==> src/rtl/tlk2711_hub_pkg.sv <==
// Shared constants and types for the TLK2711 channel hub.
// Hub register offsets, ID/version, IRQ source indices, decode/read-select types.
package tlk2711_hub_pkg;

    localparam logic [7:0] HUB_ID       = 8'h00;
    localparam logic [7:0] HUB_IRQ_PEND = 8'h08;
    localparam logic [7:0] HUB_IRQ_MASK = 8'h10;
    localparam logic [7:0] HUB_PHY_CTRL = 8'h18;
    localparam logic [7:0] HUB_IRQ_RAW  = 8'h20;

    localparam logic [31:0] HUB_ID_MAGIC = 32'h544C4B48;
    localparam logic [7:0]  HUB_VERSION  = 8'h02;

    localparam int IRQ_TX     = 0;
    localparam int IRQ_RX     = 1;
    localparam int IRQ_LOSS   = 2;
    localparam int IRQ_PER_CH = 3;

    typedef enum logic [1:0] {
        SEL_NONE,
        SEL_HUB,
        SEL_CH
    } rd_sel_e;

    // Result of decoding one bus address.
    typedef struct packed {
        logic        hub;
        logic        ch;
        logic [4:0]  idx;
        logic [15:0] off;
    } dec_t;

    function automatic logic [63:0] hub_id(input int num_ch);
        return {HUB_ID_MAGIC, 16'h0000, 8'(num_ch), HUB_VERSION};
    endfunction

endpackage

==> src/rtl/tlk2711_hub_irq.sv <==
// Interrupt aggregation: rising-edge detect, sticky W1C pending, mask, per-channel OR.
// Ports: clk, rst, i_irq (levels), i_pend_wen/i_mask_wen + i_wdata, o_pend, o_mask, o_irq, o_irq_any.
module tlk2711_hub_irq
    import tlk2711_hub_pkg::*;
#(
    parameter int NUM_CH = 2
) (
    input  logic                  clk,
    input  logic                  rst,
    input  logic [3*NUM_CH-1:0]   i_irq,
    input  logic                  i_pend_wen,
    input  logic                  i_mask_wen,
    input  logic [3*NUM_CH-1:0]   i_wdata,
    output logic [3*NUM_CH-1:0]   o_pend,
    output logic [3*NUM_CH-1:0]   o_mask,
    output logic [NUM_CH-1:0]     o_irq,
    output logic                  o_irq_any
);

    logic [3*NUM_CH-1:0] r_prev;
    logic [3*NUM_CH-1:0] r_pend;
    logic [3*NUM_CH-1:0] r_mask;
    logic [NUM_CH-1:0]   r_irq;
    logic                r_irq_any;

    logic [3*NUM_CH-1:0] w_rise;
    logic [3*NUM_CH-1:0] w_clr;
    logic [3*NUM_CH-1:0] w_pend_nxt;
    logic [3*NUM_CH-1:0] w_act;
    logic [NUM_CH-1:0]   w_ch_irq;

    always_comb begin
        w_rise     = i_irq & ~r_prev;
        w_clr      = i_pend_wen ? i_wdata : '0;
        // Set is OR-ed after the clear so a simultaneous new edge survives.
        w_pend_nxt = (r_pend & ~w_clr) | w_rise;
        w_act      = r_pend & r_mask;
        w_ch_irq   = '0;
        for (int i = 0; i < NUM_CH; i++) begin
            w_ch_irq[i] = w_act[IRQ_PER_CH*i + IRQ_TX]
                        | w_act[IRQ_PER_CH*i + IRQ_RX]
                        | w_act[IRQ_PER_CH*i + IRQ_LOSS];
        end
    end

    always_ff @(posedge clk) begin
        if (rst) begin
            r_prev    <= '0;
            r_pend    <= '0;
            r_mask    <= '0;
            r_irq     <= '0;
            r_irq_any <= 1'b0;
        end else begin
            r_prev    <= i_irq;
            r_pend    <= w_pend_nxt;
            if (i_mask_wen) begin
                r_mask <= i_wdata;
            end
            r_irq     <= w_ch_irq;
            r_irq_any <= |w_act;
        end
    end

    assign o_pend    = r_pend;
    assign o_mask    = r_mask;
    assign o_irq     = r_irq;
    assign o_irq_any = r_irq_any;

endmodule

==> src/rtl/tlk2711_chan_hub.sv <==
// Register-bus fan-out, 2-stage read mux, IRQ hub, PHY reset sequencer and LED for TLK2711 channels.
// Ports: reg bus in (i_reg_*), per-channel strobes out (o_ch_*), i_ch_rdata/i_ch_irq in, o_irq*, o_phy_resetn, o_led.
module tlk2711_chan_hub
    import tlk2711_hub_pkg::*;
#(
    parameter int          NUM_CH         = 2,
    parameter int          DATA_WIDTH     = 64,
    parameter logic [15:0] CH_BASE        = 16'h0000,
    parameter logic [15:0] CH_STRIDE      = 16'h0100,
    parameter logic [15:0] HUB_BASE       = 16'hF000,
    parameter int          PHY_RST_CYCLES = 65535,
    parameter int          LED_DIV_BITS   = 27
) (
    input  logic                         clk,
    input  logic                         rst,
    input  logic                         i_reg_wen,
    input  logic                         i_reg_ren,
    input  logic [15:0]                  i_reg_waddr,
    input  logic [15:0]                  i_reg_raddr,
    input  logic [DATA_WIDTH-1:0]        i_reg_wdata,
    output logic [DATA_WIDTH-1:0]        o_reg_rdata,
    output logic [NUM_CH-1:0]            o_ch_wen,
    output logic [NUM_CH-1:0]            o_ch_ren,
    output logic [15:0]                  o_ch_waddr,
    output logic [15:0]                  o_ch_raddr,
    output logic [DATA_WIDTH-1:0]        o_ch_wdata,
    input  logic [NUM_CH*DATA_WIDTH-1:0] i_ch_rdata,
    input  logic [3*NUM_CH-1:0]          i_ch_irq,
    output logic [NUM_CH-1:0]            o_irq,
    output logic                         o_irq_any,
    output logic                         o_phy_resetn,
    output logic                         o_led
);

    localparam int IRQ_W = 3 * NUM_CH;
    localparam int PHY_W = (PHY_RST_CYCLES > 0) ? $clog2(PHY_RST_CYCLES + 1) : 1;
    localparam logic [PHY_W-1:0] PHY_MAX = PHY_W'(PHY_RST_CYCLES);

    // Address arithmetic is done in 32 bits so region ends past 0xFFFF cannot wrap.
    function automatic dec_t decode(input logic [15:0] a);
        dec_t        d;
        logic [31:0] lo;
        d = '0;
        if (a[15:8] == HUB_BASE[15:8]) begin
            d.hub = 1'b1;
            d.off = {8'h00, a[7:0]};
        end else begin
            for (int i = 0; i < NUM_CH; i++) begin
                lo = 32'(CH_BASE) + 32'(i) * 32'(CH_STRIDE);
                if (32'(a) >= lo && 32'(a) < lo + 32'(CH_STRIDE)) begin
                    d.ch  = 1'b1;
                    d.idx = 5'(i);
                    d.off = a - lo[15:0];
                end
            end
        end
        return d;
    endfunction

    dec_t w_wdec;
    dec_t w_rdec;

    assign w_wdec = decode(i_reg_waddr);
    assign w_rdec = decode(i_reg_raddr);

    always_comb begin
        o_ch_wen = '0;
        o_ch_ren = '0;
        for (int i = 0; i < NUM_CH; i++) begin
            o_ch_wen[i] = i_reg_wen && !rst && w_wdec.ch && (w_wdec.idx == 5'(i));
            o_ch_ren[i] = i_reg_ren && !rst && w_rdec.ch && (w_rdec.idx == 5'(i));
        end
    end

    assign o_ch_waddr = w_wdec.off;
    assign o_ch_raddr = w_rdec.off;
    assign o_ch_wdata = i_reg_wdata;

    logic w_hub_wen;
    logic w_pend_wen;
    logic w_mask_wen;
    logic w_phy_restart;

    assign w_hub_wen     = i_reg_wen && w_wdec.hub;
    assign w_pend_wen    = w_hub_wen && (i_reg_waddr[7:0] == HUB_IRQ_PEND);
    assign w_mask_wen    = w_hub_wen && (i_reg_waddr[7:0] == HUB_IRQ_MASK);
    assign w_phy_restart = w_hub_wen && (i_reg_waddr[7:0] == HUB_PHY_CTRL) && i_reg_wdata[0];

    logic [IRQ_W-1:0] w_pend;
    logic [IRQ_W-1:0] w_mask;

    tlk2711_hub_irq #(
        .NUM_CH(NUM_CH)
    ) u_irq (
        .clk        (clk),
        .rst        (rst),
        .i_irq      (i_ch_irq),
        .i_pend_wen (w_pend_wen),
        .i_mask_wen (w_mask_wen),
        .i_wdata    (i_reg_wdata[IRQ_W-1:0]),
        .o_pend     (w_pend),
        .o_mask     (w_mask),
        .o_irq      (o_irq),
        .o_irq_any  (o_irq_any)
    );

    logic [PHY_W-1:0] r_phy_cnt;
    logic             r_phy_resetn;

    always_ff @(posedge clk) begin
        if (rst || w_phy_restart) begin
            r_phy_cnt    <= '0;
            r_phy_resetn <= 1'b0;
        end else begin
            if (r_phy_cnt != PHY_MAX) begin
                r_phy_cnt <= r_phy_cnt + 1'b1;
            end
            r_phy_resetn <= (r_phy_cnt == PHY_MAX);
        end
    end

    assign o_phy_resetn = r_phy_resetn;

    logic [LED_DIV_BITS-1:0] r_led_cnt;

    always_ff @(posedge clk) begin
        if (rst) begin
            r_led_cnt <= '0;
        end else begin
            r_led_cnt <= r_led_cnt + 1'b1;
        end
    end

    assign o_led = r_led_cnt[LED_DIV_BITS-1];

    logic [DATA_WIDTH-1:0] w_hub_rval;

    always_comb begin
        w_hub_rval = '0;
        case (i_reg_raddr[7:0])
            HUB_ID:       w_hub_rval = DATA_WIDTH'(hub_id(NUM_CH));
            HUB_IRQ_PEND: w_hub_rval = DATA_WIDTH'(w_pend);
            HUB_IRQ_MASK: w_hub_rval = DATA_WIDTH'(w_mask);
            HUB_PHY_CTRL: w_hub_rval = DATA_WIDTH'(r_phy_resetn);
            HUB_IRQ_RAW:  w_hub_rval = DATA_WIDTH'(i_ch_irq);
            default:      w_hub_rval = '0;
        endcase
    end

    logic                  r_rd_vld;
    rd_sel_e               r_rd_sel;
    logic [4:0]            r_rd_ch;
    logic [DATA_WIDTH-1:0] r_hub_rdata;
    logic [DATA_WIDTH-1:0] r_reg_rdata;
    logic [DATA_WIDTH-1:0] w_ch_rsel;

    // Stage 1: hub value is captured here so a concurrent W1C reads as pre-write.
    always_ff @(posedge clk) begin
        if (rst) begin
            r_rd_vld    <= 1'b0;
            r_rd_sel    <= SEL_NONE;
            r_rd_ch     <= '0;
            r_hub_rdata <= '0;
        end else begin
            r_rd_vld    <= i_reg_ren;
            r_rd_sel    <= w_rdec.hub ? SEL_HUB : (w_rdec.ch ? SEL_CH : SEL_NONE);
            r_rd_ch     <= w_rdec.idx;
            r_hub_rdata <= w_hub_rval;
        end
    end

    always_comb begin
        w_ch_rsel = '0;
        for (int i = 0; i < NUM_CH; i++) begin
            if (r_rd_ch == 5'(i)) begin
                w_ch_rsel = i_ch_rdata[i*DATA_WIDTH +: DATA_WIDTH];
            end
        end
    end

    // Stage 2: channel data arrives one cycle after the strobe, aligned with stage 1.
    always_ff @(posedge clk) begin
        if (rst) begin
            r_reg_rdata <= '0;
        end else if (r_rd_vld) begin
            case (r_rd_sel)
                SEL_HUB: r_reg_rdata <= r_hub_rdata;
                SEL_CH:  r_reg_rdata <= w_ch_rsel;
                default: r_reg_rdata <= '0;
            endcase
        end
    end

    assign o_reg_rdata = r_reg_rdata;

endmodule

==> config.mk <==
export PLATFORM = sky130hd
export DESIGN_NAME = tlk2711_chan_hub
export DESIGN_NICKNAME = d
export VERILOG_FILES = /design/src/rtl/tlk2711_hub_pkg.sv /design/src/rtl/tlk2711_hub_irq.sv /design/src/rtl/tlk2711_chan_hub.sv
export SDC_FILE = /design/constraint.sdc
export NUM_CORES = 1
export LEC_CHECK = 0
export BUFFER_PORTS_ARGS = -buffer_cell sky130_fd_sc_hd__buf_2
export CORE_AREA = 2 2 158 160
export CTS_CLUSTER_DIAMETER = 60
export DETAILED_ROUTE_END_ITERATION = 12
export DIE_AREA = 0 0 160 162
export PLACE_DENSITY_LB_ADDON = 0.3
export SYNTH_ARGS = -nofsm -noshare
export SYNTH_HDL_FRONTEND = slang
export SYNTH_SLANG_ARGS = --single-unit
==> constraint.sdc <==
create_clock -name clk -period 5.7 [get_ports clk]
set_input_delay 0.285 -clock clk [delete_from_list [all_inputs] [get_ports clk]]
set_output_delay 0.285 -clock clk [all_outputs]
set_load 0.1 [all_outputs]
# After elaboration in Yosys (flattened, before gate mapping)
# Index checks and enable logic that the tools add are counted.
# totals
ff_bits	201
in_bits	234
out_inout_bits	169
word_cells	90
# op_classes
addsub	4
magnitude_cmp	6
n_eq_ne	16
muxes	17
bitwise_logic	10
n_reduce_logical	23
# ops
cell	n
$pmux 63 s5	1
$mux 64	2
$pmux 64 s2	1
$mux 22	4
$eq 8x5->1 const B	4
$ge 16x9->1 const B	2
$lt 16x10->1 const B	2
$lt 16x9->1 const B	2
$mux 16	2
$sub 16x9->16 const B	2
$add 27x1->27 const B	1
$and 6x6->6	3
$mux 6	3
$add 16x1->16 const B	1
$eq 16x16->1 const B	1
$eq 8x4->1 const B	2
$eq 8x8->1 const B	2
$ne 16x16->1 const B	1
$eq 5x1->1 const B	3
$logic_and 1x1->1	15
$logic_not 5->1	3
$not 6->6	2
$eq 8x6->1 const B	1
$logic_not 8->1	1
10 further kinds	15

# Logic depth before layout (Yosys ltp)
# Gate-level depths: netlist (run 1).
# depth
word_depth	8
ltp_mapped	10
mapped_depth_nobuf	6

# Cells and area by module
# From an unflattened synthesis (run 1), not the netlist that was laid out.
# hier_totals
hier_cells	873
hier_area_um2	7223.2
# modules_own_cells
module	n_inst	cells_each	area_per_inst_um2	seq_area_each_um2
tlk2711_chan_hub	1	808	6508.7	2382.3
tlk2711_hub_irq	1	65	714.4	420.4

# Worst setup path before layout (run 1)
# OpenSTA, ideal clock, no wires.
# synth_timing
path_type	input-to-output
from	input port i_reg_waddr[9]
to	output port o_ch_waddr[8]
arrival_time_ps	4913
t_required_ps	5415
setup_slack_ps	502
cell_stages	7
n_path_buf	1
path_cell_list	clkbuf_1 inv_1 ha_1 or4b_1 a41oi_2 nor4_1 a211o_1
# synth_between
elab_chain_len	4
elab_cells_between_ends	8
cone_classes	order compare (3); eq/ne (1); mux (3); reduce/logical (1)
# synth_rtl
element	line_no	source
start, declared	tlk2711_chan_hub.sv:18	input logic [15:0] i_reg_waddr,
$lt 16x9->1, or another cell as far along	tlk2711_chan_hub.sv:50	if (32'(a) >= lo && 32'(a) < lo + 32'(CH_STRIDE)) begin
$mux 22 / $logic_and 1x1->1 (equally long branches)	tlk2711_chan_hub.sv:50	
$mux 22	tlk2711_chan_hub.sv:50	
$mux 16 *	tlk2711_chan_hub.sv:44	if (a[15:8] == HUB_BASE[15:8]) begin
end, declared	tlk2711_chan_hub.sv:24	output logic [15:0] o_ch_waddr,
# Mark *: on every way between the ends. The rest lies on a longest branch, timed or not.

# Worst setup path after layout (run 1)
# layout_timing
from	input port i_reg_waddr[9]
to	output port o_ch_wen[0]
# layout_between
elab_chain_len	6
elab_cells_between_ends	11
cone_classes	order compare (3); eq/ne (1); mux (3); reduce/logical (4)
# layout_rtl
element	line_no	source
$ge 16x9->1, or another cell as far along	tlk2711_chan_hub.sv:50	
$logic_and 1x1->1 / $mux 22 (equally long branches)	tlk2711_chan_hub.sv:50	
$mux 22	tlk2711_chan_hub.sv:50	
$mux 6 *	tlk2711_chan_hub.sv:44	
$logic_not 5->1 / $logic_and 1x1->1 (equally long branches)	tlk2711_chan_hub.sv:70	o_ch_wen[i] = i_reg_wen && !rst && w_wdec.ch && (w_wdec.idx == 5'(i));
$logic_and 1x1->1 *	tlk2711_chan_hub.sv:70	
end, declared	tlk2711_chan_hub.sv:22	output logic [NUM_CH-1:0] o_ch_wen,
# Marked as above.

==> results.cfg, run 1 <==
[clock_network]
tritoncts = done
post-cts-setup-buffers = 0
cts_made_buffers = 17
later_pin_clock_latency_in_the_skew_report_ns = 0.42
h-tree-depth = 4
number_of_hold_repair_buffers_added_at_the_cts_stage = 0
max-clock-path-buffers = 2
clock_slew_seen_by_the_registers_of_the_worst_setup_and_hold_paths_ns = 0.06
cts-root-buf = clkbuf_16
clk_sinks = 140
post_cts_resized = 0

[timing]
worst-slew-pin-transition_ns = 1.16
whs_ns = 0.126
fin_skew_ns = 0.00970
rsz0062_at_grt = no
setup-violations-final = 0
hold_violations = 0
final.setup.tns_ns = 0
final_max_slew_viol_count = 0
fin_crit_ns = 2.84
timing.fmax_mhz = 352
slew_headroom = 0.225
fin_crit_sh = 0.499

[die]
core_area_um2 = 24100
floorplan.initialDensity = 0.311
die_width_um = 160
die_h_um = 162
rows = 57
design.portCount = 403
die_area_um2 = 25900

[yosys]
syn_inst = 866
syn-num-nets = 1110
ys.flop_type = dfxtp_1
number_of_synthesized_flops_with_an_enable_pin = 0
yosysSeqAreaShare = 0.374
syn-cell-area_um2 = 7500
synth-async-reset-ratio = 0
ys.warnings.count = 0
synth.distinct_cells = 57
synth_seq_cells = 140
postSynthAreaPerCell_um2 = 8.66

[layout]
final_layout_size_suffix_gt1_frac = 0.312
mostFrequentLayoutCell = buf_2
final_net_count = 1289
commonest_non_fill_non_tap_cells_in_the_layout = buf_2, dfxtp_1, nor2_1, mux2i_1, a2bb2oi_1
fill_cells = 2529
syn2layout_area_growth_pct = 21.9
footprint_of_the_multi_input_gates_um2 = 3800
area.sequential_um2 = 2810
final-instance-count-excl-fill = 1384

[detailed_routing]
top_layer = met4
drc = 0
drtAntennaViolNets = 0
wirelength_um = 21800
firstDrtPassIters = 4
dr.first_iter.drc_count = 359
drt-vias-per-instance = 4.94
met1Wirelength_um = 9660
route.vias.total = 6835
routedWlPerCell_um = 15.8
dr_wl_met2_um = 10500
routed-wl-met3_um = 1370

[global_route]
grt.overflow.total = 0
first_global_vias = 6394
first_pass_grt_wire_length_um = 33900
grtUsageTotal = 0.162
largest_net_degree_at_the_start_of_global_routing = 74
antenna_found_initial = 2

[worst_setup_path]
ff2ff_setup_slack_ns = 3.44
setup.worst_path.end_class = output port
setup.worst_path.start_class = input port
crit_fanout = 9
cp_data_required_time_ns = 5.41
critical_path_arrival_ns = 2.56
worst-setup-path-type = in -> out

[outcome]
status = finished, final reports clean

[placement]
place.detailed.hpwl_um = 16200
numPortBuffers = 286
dpl.cell_count = 1350
gpl.final_weighted_congestion = 0.810

[power_and_ir_drop]
power_per_cell_area_nw_per_um2 = 248
power.leakage_nw = 3.73
max-vdd-ir-drop_mv = 0.160

[hold_path]
hold_path.class = in -> reg

[flow_run]
maxCapViolations = 0
[power by group]
group          leakage, nW  switching [mW]  internal [mW]
logic                 2.32           0.111         0.0811
clock network        0.270           0.460          0.623
registers             1.13         0.00832          0.988
[flip-flops by register name, summed over array words and instances, names as in the netlist]
name and cells:
u_irq.o_pend 6, r_led_cnt 27, o_phy_resetn 1, r_rd_sel 2, o_reg_rdata 64, u_irq.r_prev 6
r_rd_vld 1, r_rd_ch 1, r_hub_rdata 7, u_irq.o_mask 6, r_phy_cnt 16, u_irq.o_irq 2
u_irq.o_irq_any 1
[worst paths after layout]
check | from | to | depth (start not counted)
max | i_reg_waddr[9] | o_ch_wen[0] | 8
min | i_reg_ren | r_rd_vld$_SDFF_PP0_ | 3
max reg2reg | r_rd_sel[0]$_SDFF_PP0_ | o_reg_rdata[45]$_SDFFE_PP0P_ | 7
min reg2reg | u_irq.r_prev[4]$_SDFF_PP0_ | u_irq.o_pend[4]$_SDFF_PP0_ | 2
[cells in the mapped netlist, drive strengths merged (3+ instances only)]
cell	count	share of area
dfxtp	140	0.37
buf	102	0.095
nor2	98	0.049
mux2i	66	0.088
a2bb2oi	45	0.053
o21ai	36	0.024
a21oi	31	0.021
nand2	29	0.015
clkbuf	28	0.014
a22oi	24	0.024
inv	23	0.012
nand3	23	0.015
nor2b	19	0.016
nor3	18	0.012
nor4	18	0.015
nand4	17	0.016
o31ai	16	0.016
and2	15	0.013
or4	14	0.014
or3	11	0.0092
ha	10	0.017
xnor2	10	0.012
nand2b	8	0.0067
and4	7	0.0082
and3	6	0.0050
nor3b	6	0.0060
o2bb2ai	5	0.0058
or2	5	0.0045
a211oi	4	0.0040
a22o	4	0.0047
nor4b	4	0.0047
xor2	4	0.0047
a41oi	3	0.0045
[final cells by class]
class	count	area share
Multi-Input combinational cell	573	0.416
Sequential cell	140	0.307
Timing Repair Buffer	290	0.160
Clock buffer	19	0.0484
Tap cell	324	0.0443
Clock inverter	13	0.0145
Inverter	23	0.00944
Antenna cell	2	0.000547
[layer usage]
layer,vias to the layer above,GRT usage
li1,3418,-
met1,3193,0.204
met2,203,0.275
met3,21,0.0447
met4,0,0.0430
met5,-,0
[logic make-up after synthesis]
group,count (synthesis),synth area share
compound gates,180,0.170
xor+xnor,14,0.0163
fa+ha+maj,10,0.0167
buf+inv,153,0.120
flops,140,0.374
mux,66,0.0880
simple gates,303,0.216
[through the flow]
step | instance area, um2 | power, mW | worst slack [ns] | util
final | 9150 | 2.27 | 2.86 | 0.379
after floorplan | 7500 | 1.31 | 0.502 | -
after global routing | 9140 | 2.37 | 2.76 | 0.379
after global placement | 8560 | 1.21 | 2.88 | 0.355
after CTS | 9140 | 2.31 | 2.87 | 0.379
after detailed placement | 8560 | 1.21 | 2.87 | 0.355
[worst max-delay path, stage by stage]
cell and delay [ns]:
buf_2 0.15, inv_1 0.14, ha_1 0.28, or4b_1 0.47
a41oi_2 0.32, a21boi_0 0.15, nor4b_1 0.28, buf_2 0.49
Note: power is estimated with default switching activity, not from simulation.
==> run 2: changes to the inputs <==
==> constraint.sdc (replaced) <==
create_clock -name clk -period 2.5 [get_ports clk]
set_input_delay 0.125 -clock clk [delete_from_list [all_inputs] [get_ports clk]]
set_output_delay 0.125 -clock clk [all_outputs]
set_load 0.1 [all_outputs]
==> run 2 against run 1 <==
  * First-iteration DRC count rose by 3.6%
  * Sequential share of layout area fell by 1.4 points
  * Utilization rose by 1.9 points
  * Wire length fell by 0.18%
  * Sequential cell count did not move
  * Highest routed layer unchanged
  * Final cell count rose by 1.2%
  * Sequential power rose by 130%
  * Die area did not move
  * Non-clock buffer count rose by 19
  * Register-to-register slack got worse by 2.8 ns
==> results.cfg, run 2 (synthesis gave the netlist of run 1 again) <==
[worst_setup_path]
ff2ff_setup_slack_ns = 0.62
critical_path_arrival_ns = 2.19
worst_r2r_endpoint = r_phy_cnt[15]$_SDFFE_PP0N_
max_stage_delay_ns = 0.53
worst-setup-path-type = in -> out
crit-reg2reg-launch = r_phy_cnt[0]$_SDFFE_PP0N_
timing.critical_path.cells = dlygate4sd3_1 -> buf_2 -> nor4_1 -> nand4_1 -> and2_1 -> nor3_1 -> clkbuf_4
cp_data_required_time_ns = 2.38
setup.worst_path.end_class = output port
critPathBufInv = 3
setup.worst_path.start_class = input port
timing.critical_path.slowest_stage_cell = dlygate4sd3_1
ff2ff_path_depth = 5
top_family_by_delay_on_critical_path = buffers and inverters
crit_fanout = 8

[placement]
place.detailed.hpwl_um = 16300
dpl.cell_count = 1359
placedInstanceArea_um2 = 8890
numPortBuffers = 286
gpl.final_weighted_congestion = 0.797

[power_and_ir_drop]
power_per_cell_area_nw_per_um2 = 555
max-vdd-ir-drop_mv = 0.379
power.leakage_nw = 3.88
power.total_mw = 5.33

[clock_network]
clk_sinks = 140
post-cts-setup-buffers = 0
later_pin_clock_latency_in_the_skew_report_ns = 0.42
max-clock-path-buffers = 2
cts_made_buffers = 17
clock_slew_seen_by_the_registers_of_the_worst_setup_and_hold_paths_ns = 0.06
h-tree-depth = 4
tritoncts = done
cts-root-buf = clkbuf_16

[die]
die_area_um2 = 25900
rows = 57
design.portCount = 403
core_area_um2 = 24100
die_h_um = 162
die_width_um = 160
floorplan.initialDensity = 0.311

[detailed_routing]
drt-vias-per-instance = 4.90
drtAntennaViolNets = 0
routedWlPerCell_um = 15.6
drc = 0
firstDrtPassIters = 4
route.vias.total = 6864
dr.first_iter.drc_count = 372
wirelength_um = 21800

[layout]
final-instance-count-excl-fill = 1400
antenna_cells_inserted = 0
commonest_non_fill_non_tap_cells_in_the_layout = buf_2, dfxtp_1, nor2_1, mux2i_1, a2bb2oi_1
finish.instance_area_um2 = 9590
final_layout_size_suffix_gt1_frac = 0.322
syn2layout_area_growth_pct = 27.9
flip_flop_count_of_the_largest_register_all_copies_and_words_added = 64
mostFrequentLayoutCell = buf_2
final_net_count = 1308

[timing]
hold_violations = 0
rsz0062_at_grt = no
fin_skew_ns = 0.00805
setup-violations-final = 0
whs_ns = 0.0187
timing.fmax_mhz = 431
fin_crit_ns = 2.32
final.setup.tns_ns = 0
final_max_slew_viol_count = 0
slew_headroom = 0.498
worst-slew-pin-transition_ns = 0.745
fin_crit_sh = 0.927

[hold_path]
holdCritStartpoint = i_reg_wdata[5]
hold_end = u_irq.o_mask[5]$_SDFFE_PP0P_
hold_path_depth = 3
hold_path.class = in -> reg

[global_route]
first_global_vias = 6516
grt.overflow.total = 0
first_pass_grt_wire_length_um = 34100
antenna_found_initial = 0
largest_net_degree_at_the_start_of_global_routing = 107
grtUsageTotal = 0.164

[flow_run]
maxCapViolations = 0

[outcome]
status = finished, final reports clean
## run 2: changes by cell type in the layout (fill, tap and decap cells not counted), sizes merged
cell         delta
clkinvlp        -2
bufinv          +2
dlygate4sd3    +10
clkinv          +4
inv             -4
diode           -2
buf             +8
## run 2: worst reg2reg max path, stage by stage (launching register included)
cell and delay, ns:
dfxtp_1 0.37, ha_1 0.32, inv_1 0.10, nor4_1 0.59, nor4_1 0.12, a211oi_1 0.28
## run 2: how the worst max path moves through the flow
stage                     from             end  slack [ns]  cells after the start
3_3_place_gp    i_reg_waddr[8]     o_ch_wen[0]        0.31                      8
2_1_floorplan  i_reg_raddr[14]     o_ch_ren[0]       -0.81                      4
4_1_cts         i_reg_raddr[4]  o_ch_raddr[13]        0.12                      7
3_5_place_dp    i_reg_waddr[8]     o_ch_wen[0]        0.30                      8
5_1_grt         i_reg_raddr[4]  o_ch_raddr[13]        0.02                      7
6_report        i_reg_raddr[4]  o_ch_raddr[13]        0.18                      7
## run 2: area by class of cell
| class | count | area [um2] |
|---|---|---|
| multi-input cells | 573 | 3900 |
| clock buffers | 18 | 429 |
| well taps | 324 | 405 |
| repair buffers | 309 | 1790 |
| inverters | 23 | 93.8 |
| clock inverters | 13 | 168 |
| fillers | 2454 | 14500 |
| flip-flops and latches | 140 | 2810 |
## run 2: per-stage QoR
step | setup slack (ns) | util
2_1_floorplan | -0.814 | -
3_3_place_gp | 0.313 | 0.369
3_5_place_dp | 0.299 | 0.369
4_1_cts | 0.123 | 0.398
5_1_grt | 0.0183 | 0.398
6_report | 0.181 | 0.398
## run 2: layer usage
metal | vias up | global-route usage | wire, um
li1 | 3459 | - | -
met1 | 3165 | 0.202 | 9690
met2 | 221 | 0.284 | 10600
met3 | 19 | 0.0414 | 1230
met4 | 0 | 0.0471 | 215
met5 | - | 0 | 0
## run 2: repair_timing
| item | CTS | global route |
|---|---|---|
| gates resized for setup | 0 | 3 |
| endpoints found under the hold margin | 10 | 0 |
| hold buffers | 10 | 0 |
| setup endpoints to repair | 0 | 2 |
## run 2: report_power, final
part,total (mW),switching [mW],internal (mW)
clock,2.58,1.01,1.57
combinational,0.478,0.271,0.207
sequential,2.27,0.0192,2.25
total,5.33,1.30,4.03
